[config.mk]
export PLATFORM = sky130hd
export DESIGN_NAME = shift_seq_ctrl
export DESIGN_NICKNAME = d
export VERILOG_FILES = /design/src/rtl/shift_seq_pkg.sv /design/src/rtl/shift_seq_datapath.sv /design/src/rtl/shift_seq_ctrl.sv
export SDC_FILE = /design/constraint.sdc
export NUM_CORES = 1
export LEC_CHECK = 0
export BUFFER_PORTS_ARGS = -buffer_cell sky130_fd_sc_hd__buf_2
export CAP_MARGIN = 20
export CORE_ASPECT_RATIO = 1.1
export CORE_MARGIN = 3
export CORE_UTILIZATION = 30
export CTS_CLUSTER_SIZE = 16
export DETAILED_ROUTE_END_ITERATION = 8
export PLACE_DENSITY_LB_ADDON = 0.05
export REMOVE_ABC_BUFFERS = 1
export SYNTH_ARGS = -nofsm -noshare
export SYNTH_HDL_FRONTEND = slang
export SYNTH_SLANG_ARGS = --single-unit
[constraint.sdc]
create_clock -name clk -period 1.9 [get_ports clk]
set_clock_uncertainty 0.05 [all_clocks]
set_input_delay 0.19 -clock clk [delete_from_list [all_inputs] [get_ports clk]]
set_output_delay 0.19 -clock clk [all_outputs]
set_load 0.005 [all_outputs]
[src/rtl/shift_seq_pkg.sv]
// Shared types and constants for the shift-register sequencer.
//   state_t       : controller state encoding (IDLE, SHIFT, DONE)
//   DIR_MSB_FIRST : serialize starting at bit WIDTH-1
//   DIR_LSB_FIRST : serialize starting at bit 0
package shift_seq_pkg;

  typedef enum logic [1:0] {
    IDLE  = 2'd0,
    SHIFT = 2'd1,
    DONE  = 2'd2
  } state_t;

  localparam logic DIR_MSB_FIRST = 1'b0;
  localparam logic DIR_LSB_FIRST = 1'b1;

endpackage

[src/rtl/shift_seq_datapath.sv]
// WIDTH-bit parallel-load shift register with a serial-out mux.
// The direction is latched together with the word so that later changes
// on the producer side cannot disturb a word that is being sent.
// Ports:
//   clk, reset : rising-edge clock, synchronous active-high reset
//   load       : capture data_in and dir_in
//   shift      : move the register one place toward the output end, zero fill
//   dir_in     : direction to latch on load (DIR_MSB_FIRST / DIR_LSB_FIRST)
//   data_in    : parallel word
//   ser_bit    : bit currently at the output end of the register
module shift_seq_datapath
  import shift_seq_pkg::*;
#(
  parameter int WIDTH = 8
) (
  input  logic             clk,
  input  logic             reset,
  input  logic             load,
  input  logic             shift,
  input  logic             dir_in,
  input  logic [WIDTH-1:0] data_in,
  output logic             ser_bit
);

  logic [WIDTH-1:0] data_q;
  logic             dir_q;

  always_ff @(posedge clk) begin
    if (reset) begin
      data_q <= '0;
      dir_q  <= DIR_MSB_FIRST;
    end else if (load) begin
      data_q <= data_in;
      dir_q  <= dir_in;
    end else if (shift) begin
      if (dir_q == DIR_LSB_FIRST) data_q <= {1'b0, data_q[WIDTH-1:1]};
      else                        data_q <= {data_q[WIDTH-2:0], 1'b0};
    end
  end

  assign ser_bit = (dir_q == DIR_LSB_FIRST) ? data_q[0] : data_q[WIDTH-1];

endmodule

[src/rtl/shift_seq_ctrl.sv]
// Sequencer for the parallel-load shift register: accepts a word over a
// valid/ready handshake, shifts it out one bit per clock and pulses done.
// Optional build macro: SHIFT_SEQ_CTRL_PARITY_EN appends an even-parity beat
// after the data bits.
// Ports:
//   clk, reset : rising-edge clock, synchronous active-high reset
//   s_valid    : producer has a word on s_data
//   s_ready    : controller can accept a word this cycle
//   s_data     : parallel word to serialize
//   s_dir      : 0 = MSB first, 1 = LSB first (sampled at accept)
//   ser_out    : serial data bit
//   ser_valid  : ser_out carries a valid bit
//   busy       : high in SHIFT and DONE
//   done       : one-cycle pulse after the last bit
//
// state | meaning
// IDLE  | waiting for a word, s_ready high
// SHIFT | driving one bit per clock, counter holds beats remaining
// DONE  | single-cycle done pulse, then back to IDLE
module shift_seq_ctrl
  import shift_seq_pkg::*;
#(
  parameter int WIDTH = 8
) (
  input  logic             clk,
  input  logic             reset,
  input  logic             s_valid,
  output logic             s_ready,
  input  logic [WIDTH-1:0] s_data,
  input  logic             s_dir,
  output logic             ser_out,
  output logic             ser_valid,
  output logic             busy,
  output logic             done
);

  localparam int CNT_W = $clog2(WIDTH + 2);
`ifdef SHIFT_SEQ_CTRL_PARITY_EN
  localparam logic [CNT_W-1:0] LOAD_CNT = CNT_W'(WIDTH + 1);
`else
  localparam logic [CNT_W-1:0] LOAD_CNT = CNT_W'(WIDTH);
`endif

  state_t           state_q, state_d;
  logic [CNT_W-1:0] cnt_q, cnt_d;
  logic             load, shift, ser_bit;

  always_ff @(posedge clk) begin
    if (reset) begin
      state_q <= IDLE;
      cnt_q   <= '0;
    end else begin
      state_q <= state_d;
      cnt_q   <= cnt_d;
    end
  end

  always_comb begin
    state_d = state_q;
    cnt_d   = cnt_q;
    load    = 1'b0;
    shift   = 1'b0;
    unique case (state_q)
      IDLE: begin
        if (s_valid) begin
          load    = 1'b1;
          cnt_d   = LOAD_CNT;
          state_d = SHIFT;
        end
      end
      SHIFT: begin
        shift = 1'b1;
        cnt_d = cnt_q - CNT_W'(1);
        if (cnt_q == CNT_W'(1)) state_d = DONE;
      end
      DONE: begin
        state_d = IDLE;
      end
      default: begin
        state_d = IDLE;
        cnt_d   = '0;
      end
    endcase
  end

  shift_seq_datapath #(.WIDTH(WIDTH)) u_datapath (
    .clk     (clk),
    .reset   (reset),
    .load    (load),
    .shift   (shift),
    .dir_in  (s_dir),
    .data_in (s_data),
    .ser_bit (ser_bit)
  );

`ifdef SHIFT_SEQ_CTRL_PARITY_EN
  // Parity is captured at accept because the register is zero-filled by the
  // time the parity beat is sent.
  logic par_q;

  always_ff @(posedge clk) begin
    if (reset)     par_q <= 1'b0;
    else if (load) par_q <= ^s_data;
  end

  // The last beat (counter == 1) carries parity instead of register data.
  assign ser_out = (state_q == SHIFT) &
                   ((cnt_q == CNT_W'(1)) ? par_q : ser_bit);
`else
  assign ser_out = (state_q == SHIFT) & ser_bit;
`endif

  assign s_ready   = (state_q == IDLE);
  assign ser_valid = (state_q == SHIFT);
  assign busy      = (state_q == SHIFT) | (state_q == DONE);
  assign done      = (state_q == DONE);

endmodule

==> summary by stage, run 1 <==
Die
The height of the die is 62.3 um. The die covers 3570 sq um. The x dimension of the die is 57.2 um. In this run the standard cell core region covers 2620 sq um. The floorplan has 19 rows. The number of primary I/O pins is 17.

The initial utilization of the core area, before any placement, comes to 33.1%.

Global routing
Entering global routing, the biggest net connects 16 pins. The via count of the first global-routing pass is 753. The number of antenna violations at the first check in global routing came to 0.

The global-route wire length before repair is 3440 um. The remaining global-route overflow is 0. The total track usage is 12.2%.

Final layout
The post-route netlist has 19.2% of its cells at a drive strength greater than 1. The net total in the final layout is 138. The final cell count without fillers is 151.

The share of the core filled with cells is 37.9%. Compared with the post-synthesis result, the final layout area differs by 14.5%. The number of filler cells placed in the layout is 285. The finished cells cover 991 sq um.

The combined area of the multi-input logic cells is 500 sq um. The final antenna diode count is 0. Registers take 300 sq um.

Min path
The class of the worst hold path is primary input to register.

Logic synthesis
Synthesis produced 103 cells. The number of warnings issued by yosys is 0. The number of library cell types mapped by synthesis is 30. The cell area after synthesis is 866 sq um. Summing the sequential cell areas from Yosys gives 34.7% of the chip area. Synthesis inferred 15 register bits. In this run the mean area of a mapped cell was 8.41 sq um.

Clock tree
The root buffer cell chosen for the clock tree is clkbuf_4. The CTS tree is done. The number of setup buffers added after CTS is 0. In this run, post-CTS repair resized a total of 0 instances.

The clock net in this run drives a total of 15 sinks. The depth of the CTS H-tree is 1. The clock-pin slew reported for the worst setup and hold paths after clock tree synthesis is 0.09 ns.

For the worst-skew pair, the clock arrives at the later sink with an insertion delay of 0.28 ns. Counting the buffers created by CTS gives 3. The clock tree buffer depth is 2. The total of hold buffers inserted after clock tree synthesis is 0.

Critical path
The cell with the largest stage delay on the worst path is or4_1. In this run the worst path has a maximum fanout of 7. STA puts the critical path data arrival time at 1.79 ns.

The top cell family by delay on the critical path is simple AND/OR/NAND/NOR gates. On the worst path, the slowest cell contributes a delay of 0.47 ns. The signal on the critical path passes through inv_1 -> ha_1 -> nor2b_1 -> or4_1 -> a21oi_1. The critical setup path kind is register to register. The worst setup path is captured at a register. The number of buffers and inverters on the critical path is 1. The element type at the critical path start is a register. The required time of the worst setup path is 2.07 ns.

Power
The worst voltage drop across the vdd grid is 355 uV. The power density over the cells is 943 nW/um^2. The leakage component of the power is 0.399 nW. The total design power is 0.935 mW.

Routing
For this block, the initial DRC count from the detailed router was 29. For this run, design rule violations remaining after detail routing come to 0. The via density per instance is 5.27.

The overall routed net length is 1970 um. The detailed-routing iteration count for the pre-antenna-repair pass is 4. Dividing the detail-routed wire length by the instance count gives 13.1 um. In this run the remaining antenna-violating nets after routing total 0. The final route contains 796 vias.

Timing
The total negative slack for setup checks is 0 ns. Setup violations remaining at the end of the flow were counted as 0. Static timing analysis puts the maximum clock frequency at 0.618 GHz. The worst path needs 1.62 ns of the cycle, external delays included. Setup repair after global routing left no endpoint under its margin. For the pin with the worst max-slew slack, the measured transition is 0.492 ns. In this run the tightest slew margin relative to its limit is 67.1%. The number of hold-slack violations in the final timing report came to 0. The period utilization is 85.2%.

The max-slew violation total from the final report was 0.

Placement
The HPWL after detailed placement is 1420 um. At the end of routability-driven placement, the weighted congestion stood at 0.744. The number of placed instances with taps included is 147. The count of buffers added on input and output ports is 16. The placed cell area is 965 sq um.

Run status
The run finished with clean final reports.

Flow run
The reported max-cap violation count is 0.
-- per-stage QoR --
| step | hold WS, ns | setup WS, ns |
|---|---|---|
| finish | 0.0887 | 0.282 |
| global route | 0.0834 | 0.152 |
| CTS | 0.0748 | 0.270 |
| detailed placement | 0.389 | 0.296 |
| global placement | 0.386 | 0.357 |
| floorplan | 0.209 | 0.169 |
-- placed cells by master (no fill, tap or decap), drive strengths merged, types with 2 or more instances in the layout --
| cell type | n |
|---|---|
| a211o | 6 |
| a21oi | 10 |
| a221oi | 3 |
| buf | 19 |
| clkbuf | 4 |
| dfxtp | 15 |
| ha | 5 |
| inv | 6 |
| mux2i | 7 |
| nand2 | 10 |
| nor2 | 9 |
| nor2b | 5 |
| nor3 | 3 |
| o21ai | 4 |
| or4 | 2 |
-- sequential cells by signal (all words and copies together), names as in the netlist --
register and cells:
cnt_q 4, state_q 2, u_datapath.data_q 8, u_datapath.dir_q 1
-- final cells by class --
type                    count  share of cell area [%]
multi-input cells          76                    50.5
well taps                  31                    3.91
flip-flops and latches     15                    30.3
repair buffers             19                    10.4
inverters                   6                    2.27
clock buffers               4                    2.65
-- Yosys cell counts, drive strengths merged --
master  count  area share (%)
mux2i       7             8.1
nand2b      1            0.72
a31oi       1            0.72
or4         2             1.7
nor3b       1            0.87
dfxtp      15              35
ha          5             7.2
inv         6             2.6
a21oi      10             5.8
a221oi      3             3.0
nand3b      1            0.87
nor2        9             3.9
buf         5             4.5
a211o       6             6.1
o311ai      1             1.0
o22ai       1            0.72
nor3        3             1.7
and3        1            0.72
o21ai       4             2.3
o31ai       1            0.87
nand2      10             4.3
and2        1            0.72
or2b        1            0.87
nand4b      1             1.0
clkbuf      1            0.43
a211oi      1            0.87
nor2b       5             3.6
-- worst min-delay path, cell delays in order --
cell	delay [ns]
buf_2	0.10
nand2_1	0.04
a21oi_1	0.05
-- worst paths after layout --
check | start | endpoint | slack, ns | depth (start not counted)
hold reg to reg | cnt_q[2] | cnt_q[2] | 0.47 | 2
setup / recovery | state_q[0] | cnt_q[2] | 0.28 | 5
setup reg to reg | state_q[0] | cnt_q[2] | 0.28 | 5
hold / removal | s_data[1] | u_datapath.data_q[1] | 0.09 | 3
-- cell families after synthesis --
kind of cell	count (synthesis)	share of synthesized area, %
fa+ha+maj	5	7.23
buf+inv	12	7.51
flops	15	34.7
mux	7	8.09
simple gates	36	21.1
compound gates	28	21.4
-- report_power, final --
part / switching (mW) / internal (mW)
Sequential: 0.0482 / 0.366
Combinational: 0.175 / 0.160
Clock: 0.104 / 0.0814
Total: 0.327 / 0.607
-- routing by layer --
metal / vias to the layer above / share of wire [%] / GRT usage [%]
li1: 401 / - / -
met1: 368 / 51 / 18.0
met2: 25 / 41 / 16.1
met3: 2 / 7.1 / 2.90
met4: 0 / 0.86 / 6.09
met5: - / 0 / 0
(Power assumes the default switching activity.)
==> inputs of run 2 (changes only) <==
Settings changed: CORE_UTILIZATION 30 to 23.
==> summary by stage, run 2 (synthesized netlist as in run 1, its figures left out) <==
Final layout
u_datapath.data_q holds more flip-flops than any other register. The fraction of final layout cells with drive strength greater than 1 is 20.7% (+1.5 points). In the layout the commonest cells are buf_2 (16), dfxtp_1 (15), a21oi_1 (10), nand2_1 (10), nor2_1 (9). The largest registers in the layout are u_datapath.data_q: 8 flops, cnt_q: 4 flops, state_q: 2 flops. The final cell area excluding filler cells was 1020 sq um (+3.0%).

Leaving out fill and tap cells, the most frequent cell in the layout is buf_2. The flip-flop count of the largest register after layout is 8 (unchanged). The final antenna diode count came to 0 (unchanged).

The net total in the final layout was 139 (+0.72%). The area growth from synthesis to layout is 17.9%.

Routing
The remaining antenna violation count after routing is 0 (unchanged). The overall routed net length is 2140 um (+8.6%). The via density per instance is 4.67 (-11%). The total vias in the final route is 789 (-0.88%).

The DRC violations left was 0 (unchanged). The detailed-routing iteration count for the pre-antenna-repair pass is 4 (unchanged). The initial detailed-routing violation count was 20 (-31%).

The routed length per placed instance is 12.7 um (-3.0%).

Global routing
The number of antenna violations at the first check in global routing is 0 (unchanged). The total track usage is 10.4% (-1.8 points). The remaining global-route overflow is 0 (unchanged).

The pin count of the biggest net entering global routing is 16 (unchanged). The via count of the first global-routing pass is 787 (+4.5%). The global-route wire length before repair is 3640 um (+5.6%).

Power
The power share of the sequential group is 43.4% (-0.9 points). The combinational share of power is 35.8% (about the same). The switching portion of total power is 36.3% (+1.3 points).

The power density over the cells is 934 nW/um^2 (-1.0%). The leakage component of the power is 0.407 nW (+2.0%). The worst voltage drop across the vdd grid came to 531 uV (+50%). The total design power is 0.953 mW (+2.0%). The switching power came to 0.346 mW (+5.7%). The total internal power is 0.607 mW (about the same). The proportion of power drawn by the clock network is 20.8% (+0.9 points).

Critical path
The critical path goes through inv_1 -> ha_1 -> nor2b_1 -> or4_1 -> a21oi_1. Grouping stages by cell kind, the critical path spends the most delay in simple AND/OR/NAND/NOR gates. The critical setup path kind is register to register. The worst stage delay on the critical path is 0.47 ns (about the same).

The worst setup path is launched from a register. The largest fanout on the critical path is 7 (unchanged). The cell with the largest stage delay on the worst path is or4_1. The worst endpoint data arrival time is 1.79 ns (about the same). The endpoint type of the worst setup path is a register. The count of buffer and inverter cells on the critical path came to 1 (unchanged). The required time of the worst setup path is 2.08 ns (about the same).

Timing
The max-slew headroom at the worst pin is 66.0% (-1.1 points). The transition time of the tightest slew-check pin is 0.509 ns (+0.0163 ns). The max-slew violation total from the final report is 0 (unchanged). The period utilization is 84.5% (-0.65 points).

The time the final worst path needs with I/O delays and setup is 1.61 ns (-0.0123 ns). The number of hold-slack violations in the final timing report is 0 (unchanged). The total negative slack for setup checks came to 0 ns (unchanged). Setup repair after global routing left no endpoint under its margin. The final number of setup-violating endpoints is 0 (unchanged). The fmax is 0.623 GHz (+0.77%). The worst setup margin is 0.294 ns (+0.0123 ns).

Die
The x dimension of the die is 64.5 um (+13%). The number of primary I/O pins is 17 (unchanged). The die area came to 4540 sq um (+27%).

The starting density of the core came to 25.0% (-8.1 points). The height of the die is 70.4 um (+13%). The number of standard-cell rows in the floorplan was 22 (+3). The floorplan core area was 3470 sq um (+33%).

Clock tree
The depth of the CTS H-tree was 1 (unchanged). The clock-pin slew reported for the worst setup and hold paths after clock tree synthesis is 0.10 ns (about the same). TritonCTS built the clock tree. The clock tree buffer depth is 2 (unchanged).

The worst-skew pair later-pin latency was 0.29 ns (about the same). The count of instances resized after the clock tree is built was 0 (unchanged). The clock root buffer is clkbuf_4. The number of setup buffers added after CTS was 0 (unchanged). The CTS sink count is 15 (unchanged). The total of hold buffers inserted after clock tree synthesis is 0 (unchanged). The total CTS buffers is 3 (unchanged).

Run status
The flow ran to the end, and the final reports show no timing, DRC or antenna violations.

Min path
The class of the worst hold path is primary input to register.

Placement
The placed cell area was 993 sq um (+3.0%). The number of buffer cells added on primary ports is 16 (unchanged). The final weighted congestion in routability-driven placement is 0.719 (-3.4%). The HPWL after detailed placement is 1550 um (+9.2%).

The worst setup slack before clock tree synthesis came to 0.306 ns (+0.00905 ns).

Flow run
The reported max-cap violation count is 0 (unchanged).
## run 2: per-layer routing
layer  GRT usage, %  part of all wire [%]  vias up
li1               -                     -      405
met1           12.0                    46      367
met2           17.4                    48       15
met3           3.70                   4.8        2
met4           3.52                   1.1        0
met5              0                     0        -
## run 2: per-stage QoR
| stage | cells | utilization [%] | hold slack, ns |
|---|---|---|---|
| final | 169 | 29.4 | 0.0761 |
| after CTS | 169 | 29.4 | 0.0622 |
| after detailed placement | 165 | 28.6 | 0.391 |
| after global placement | 165 | 28.6 | 0.385 |
| after global routing | 169 | 29.4 | 0.0647 |
| after floorplan | 97 | - | 0.209 |
## run 2: layout make-up
cell class | count | area, sq um
Timing Repair Buffer | 20 | 110
Fill cell | 383 | 2450
Multi-Input combinational cell | 76 | 500
Inverter | 6 | 22.5
Clock buffer | 3 | 22.5
Clock inverter | 1 | 5.00
Sequential cell | 15 | 300
Tap cell | 48 | 60.1
## run 2: path summary, 6_finish.rpt
check             slack, ns               end  cells after the start  startpoint
hold reg to reg        0.47          cnt_q[2]                      2    cnt_q[2]
setup / recovery       0.29          cnt_q[2]                      5  state_q[0]
hold / removal         0.08  u_datapath.dir_q                      3       s_dir
setup reg to reg       0.29          cnt_q[2]                      5  state_q[0]
## run 2: worst min-delay path, cell delays in order
cell,delay (ns)
buf_2,0.10
nand2_1,0.04
a21oi_1,0.05
## run 2: power by group through the flow
stage                     clock, mW  combinational (mW)  sequential [mW]
final                         0.198               0.341            0.414
after global routing          0.223               0.386            0.425
after CTS                     0.211               0.349            0.414
after detailed placement          0               0.347            0.421
after global placement            0               0.345            0.423
after floorplan                   0               0.236            0.407
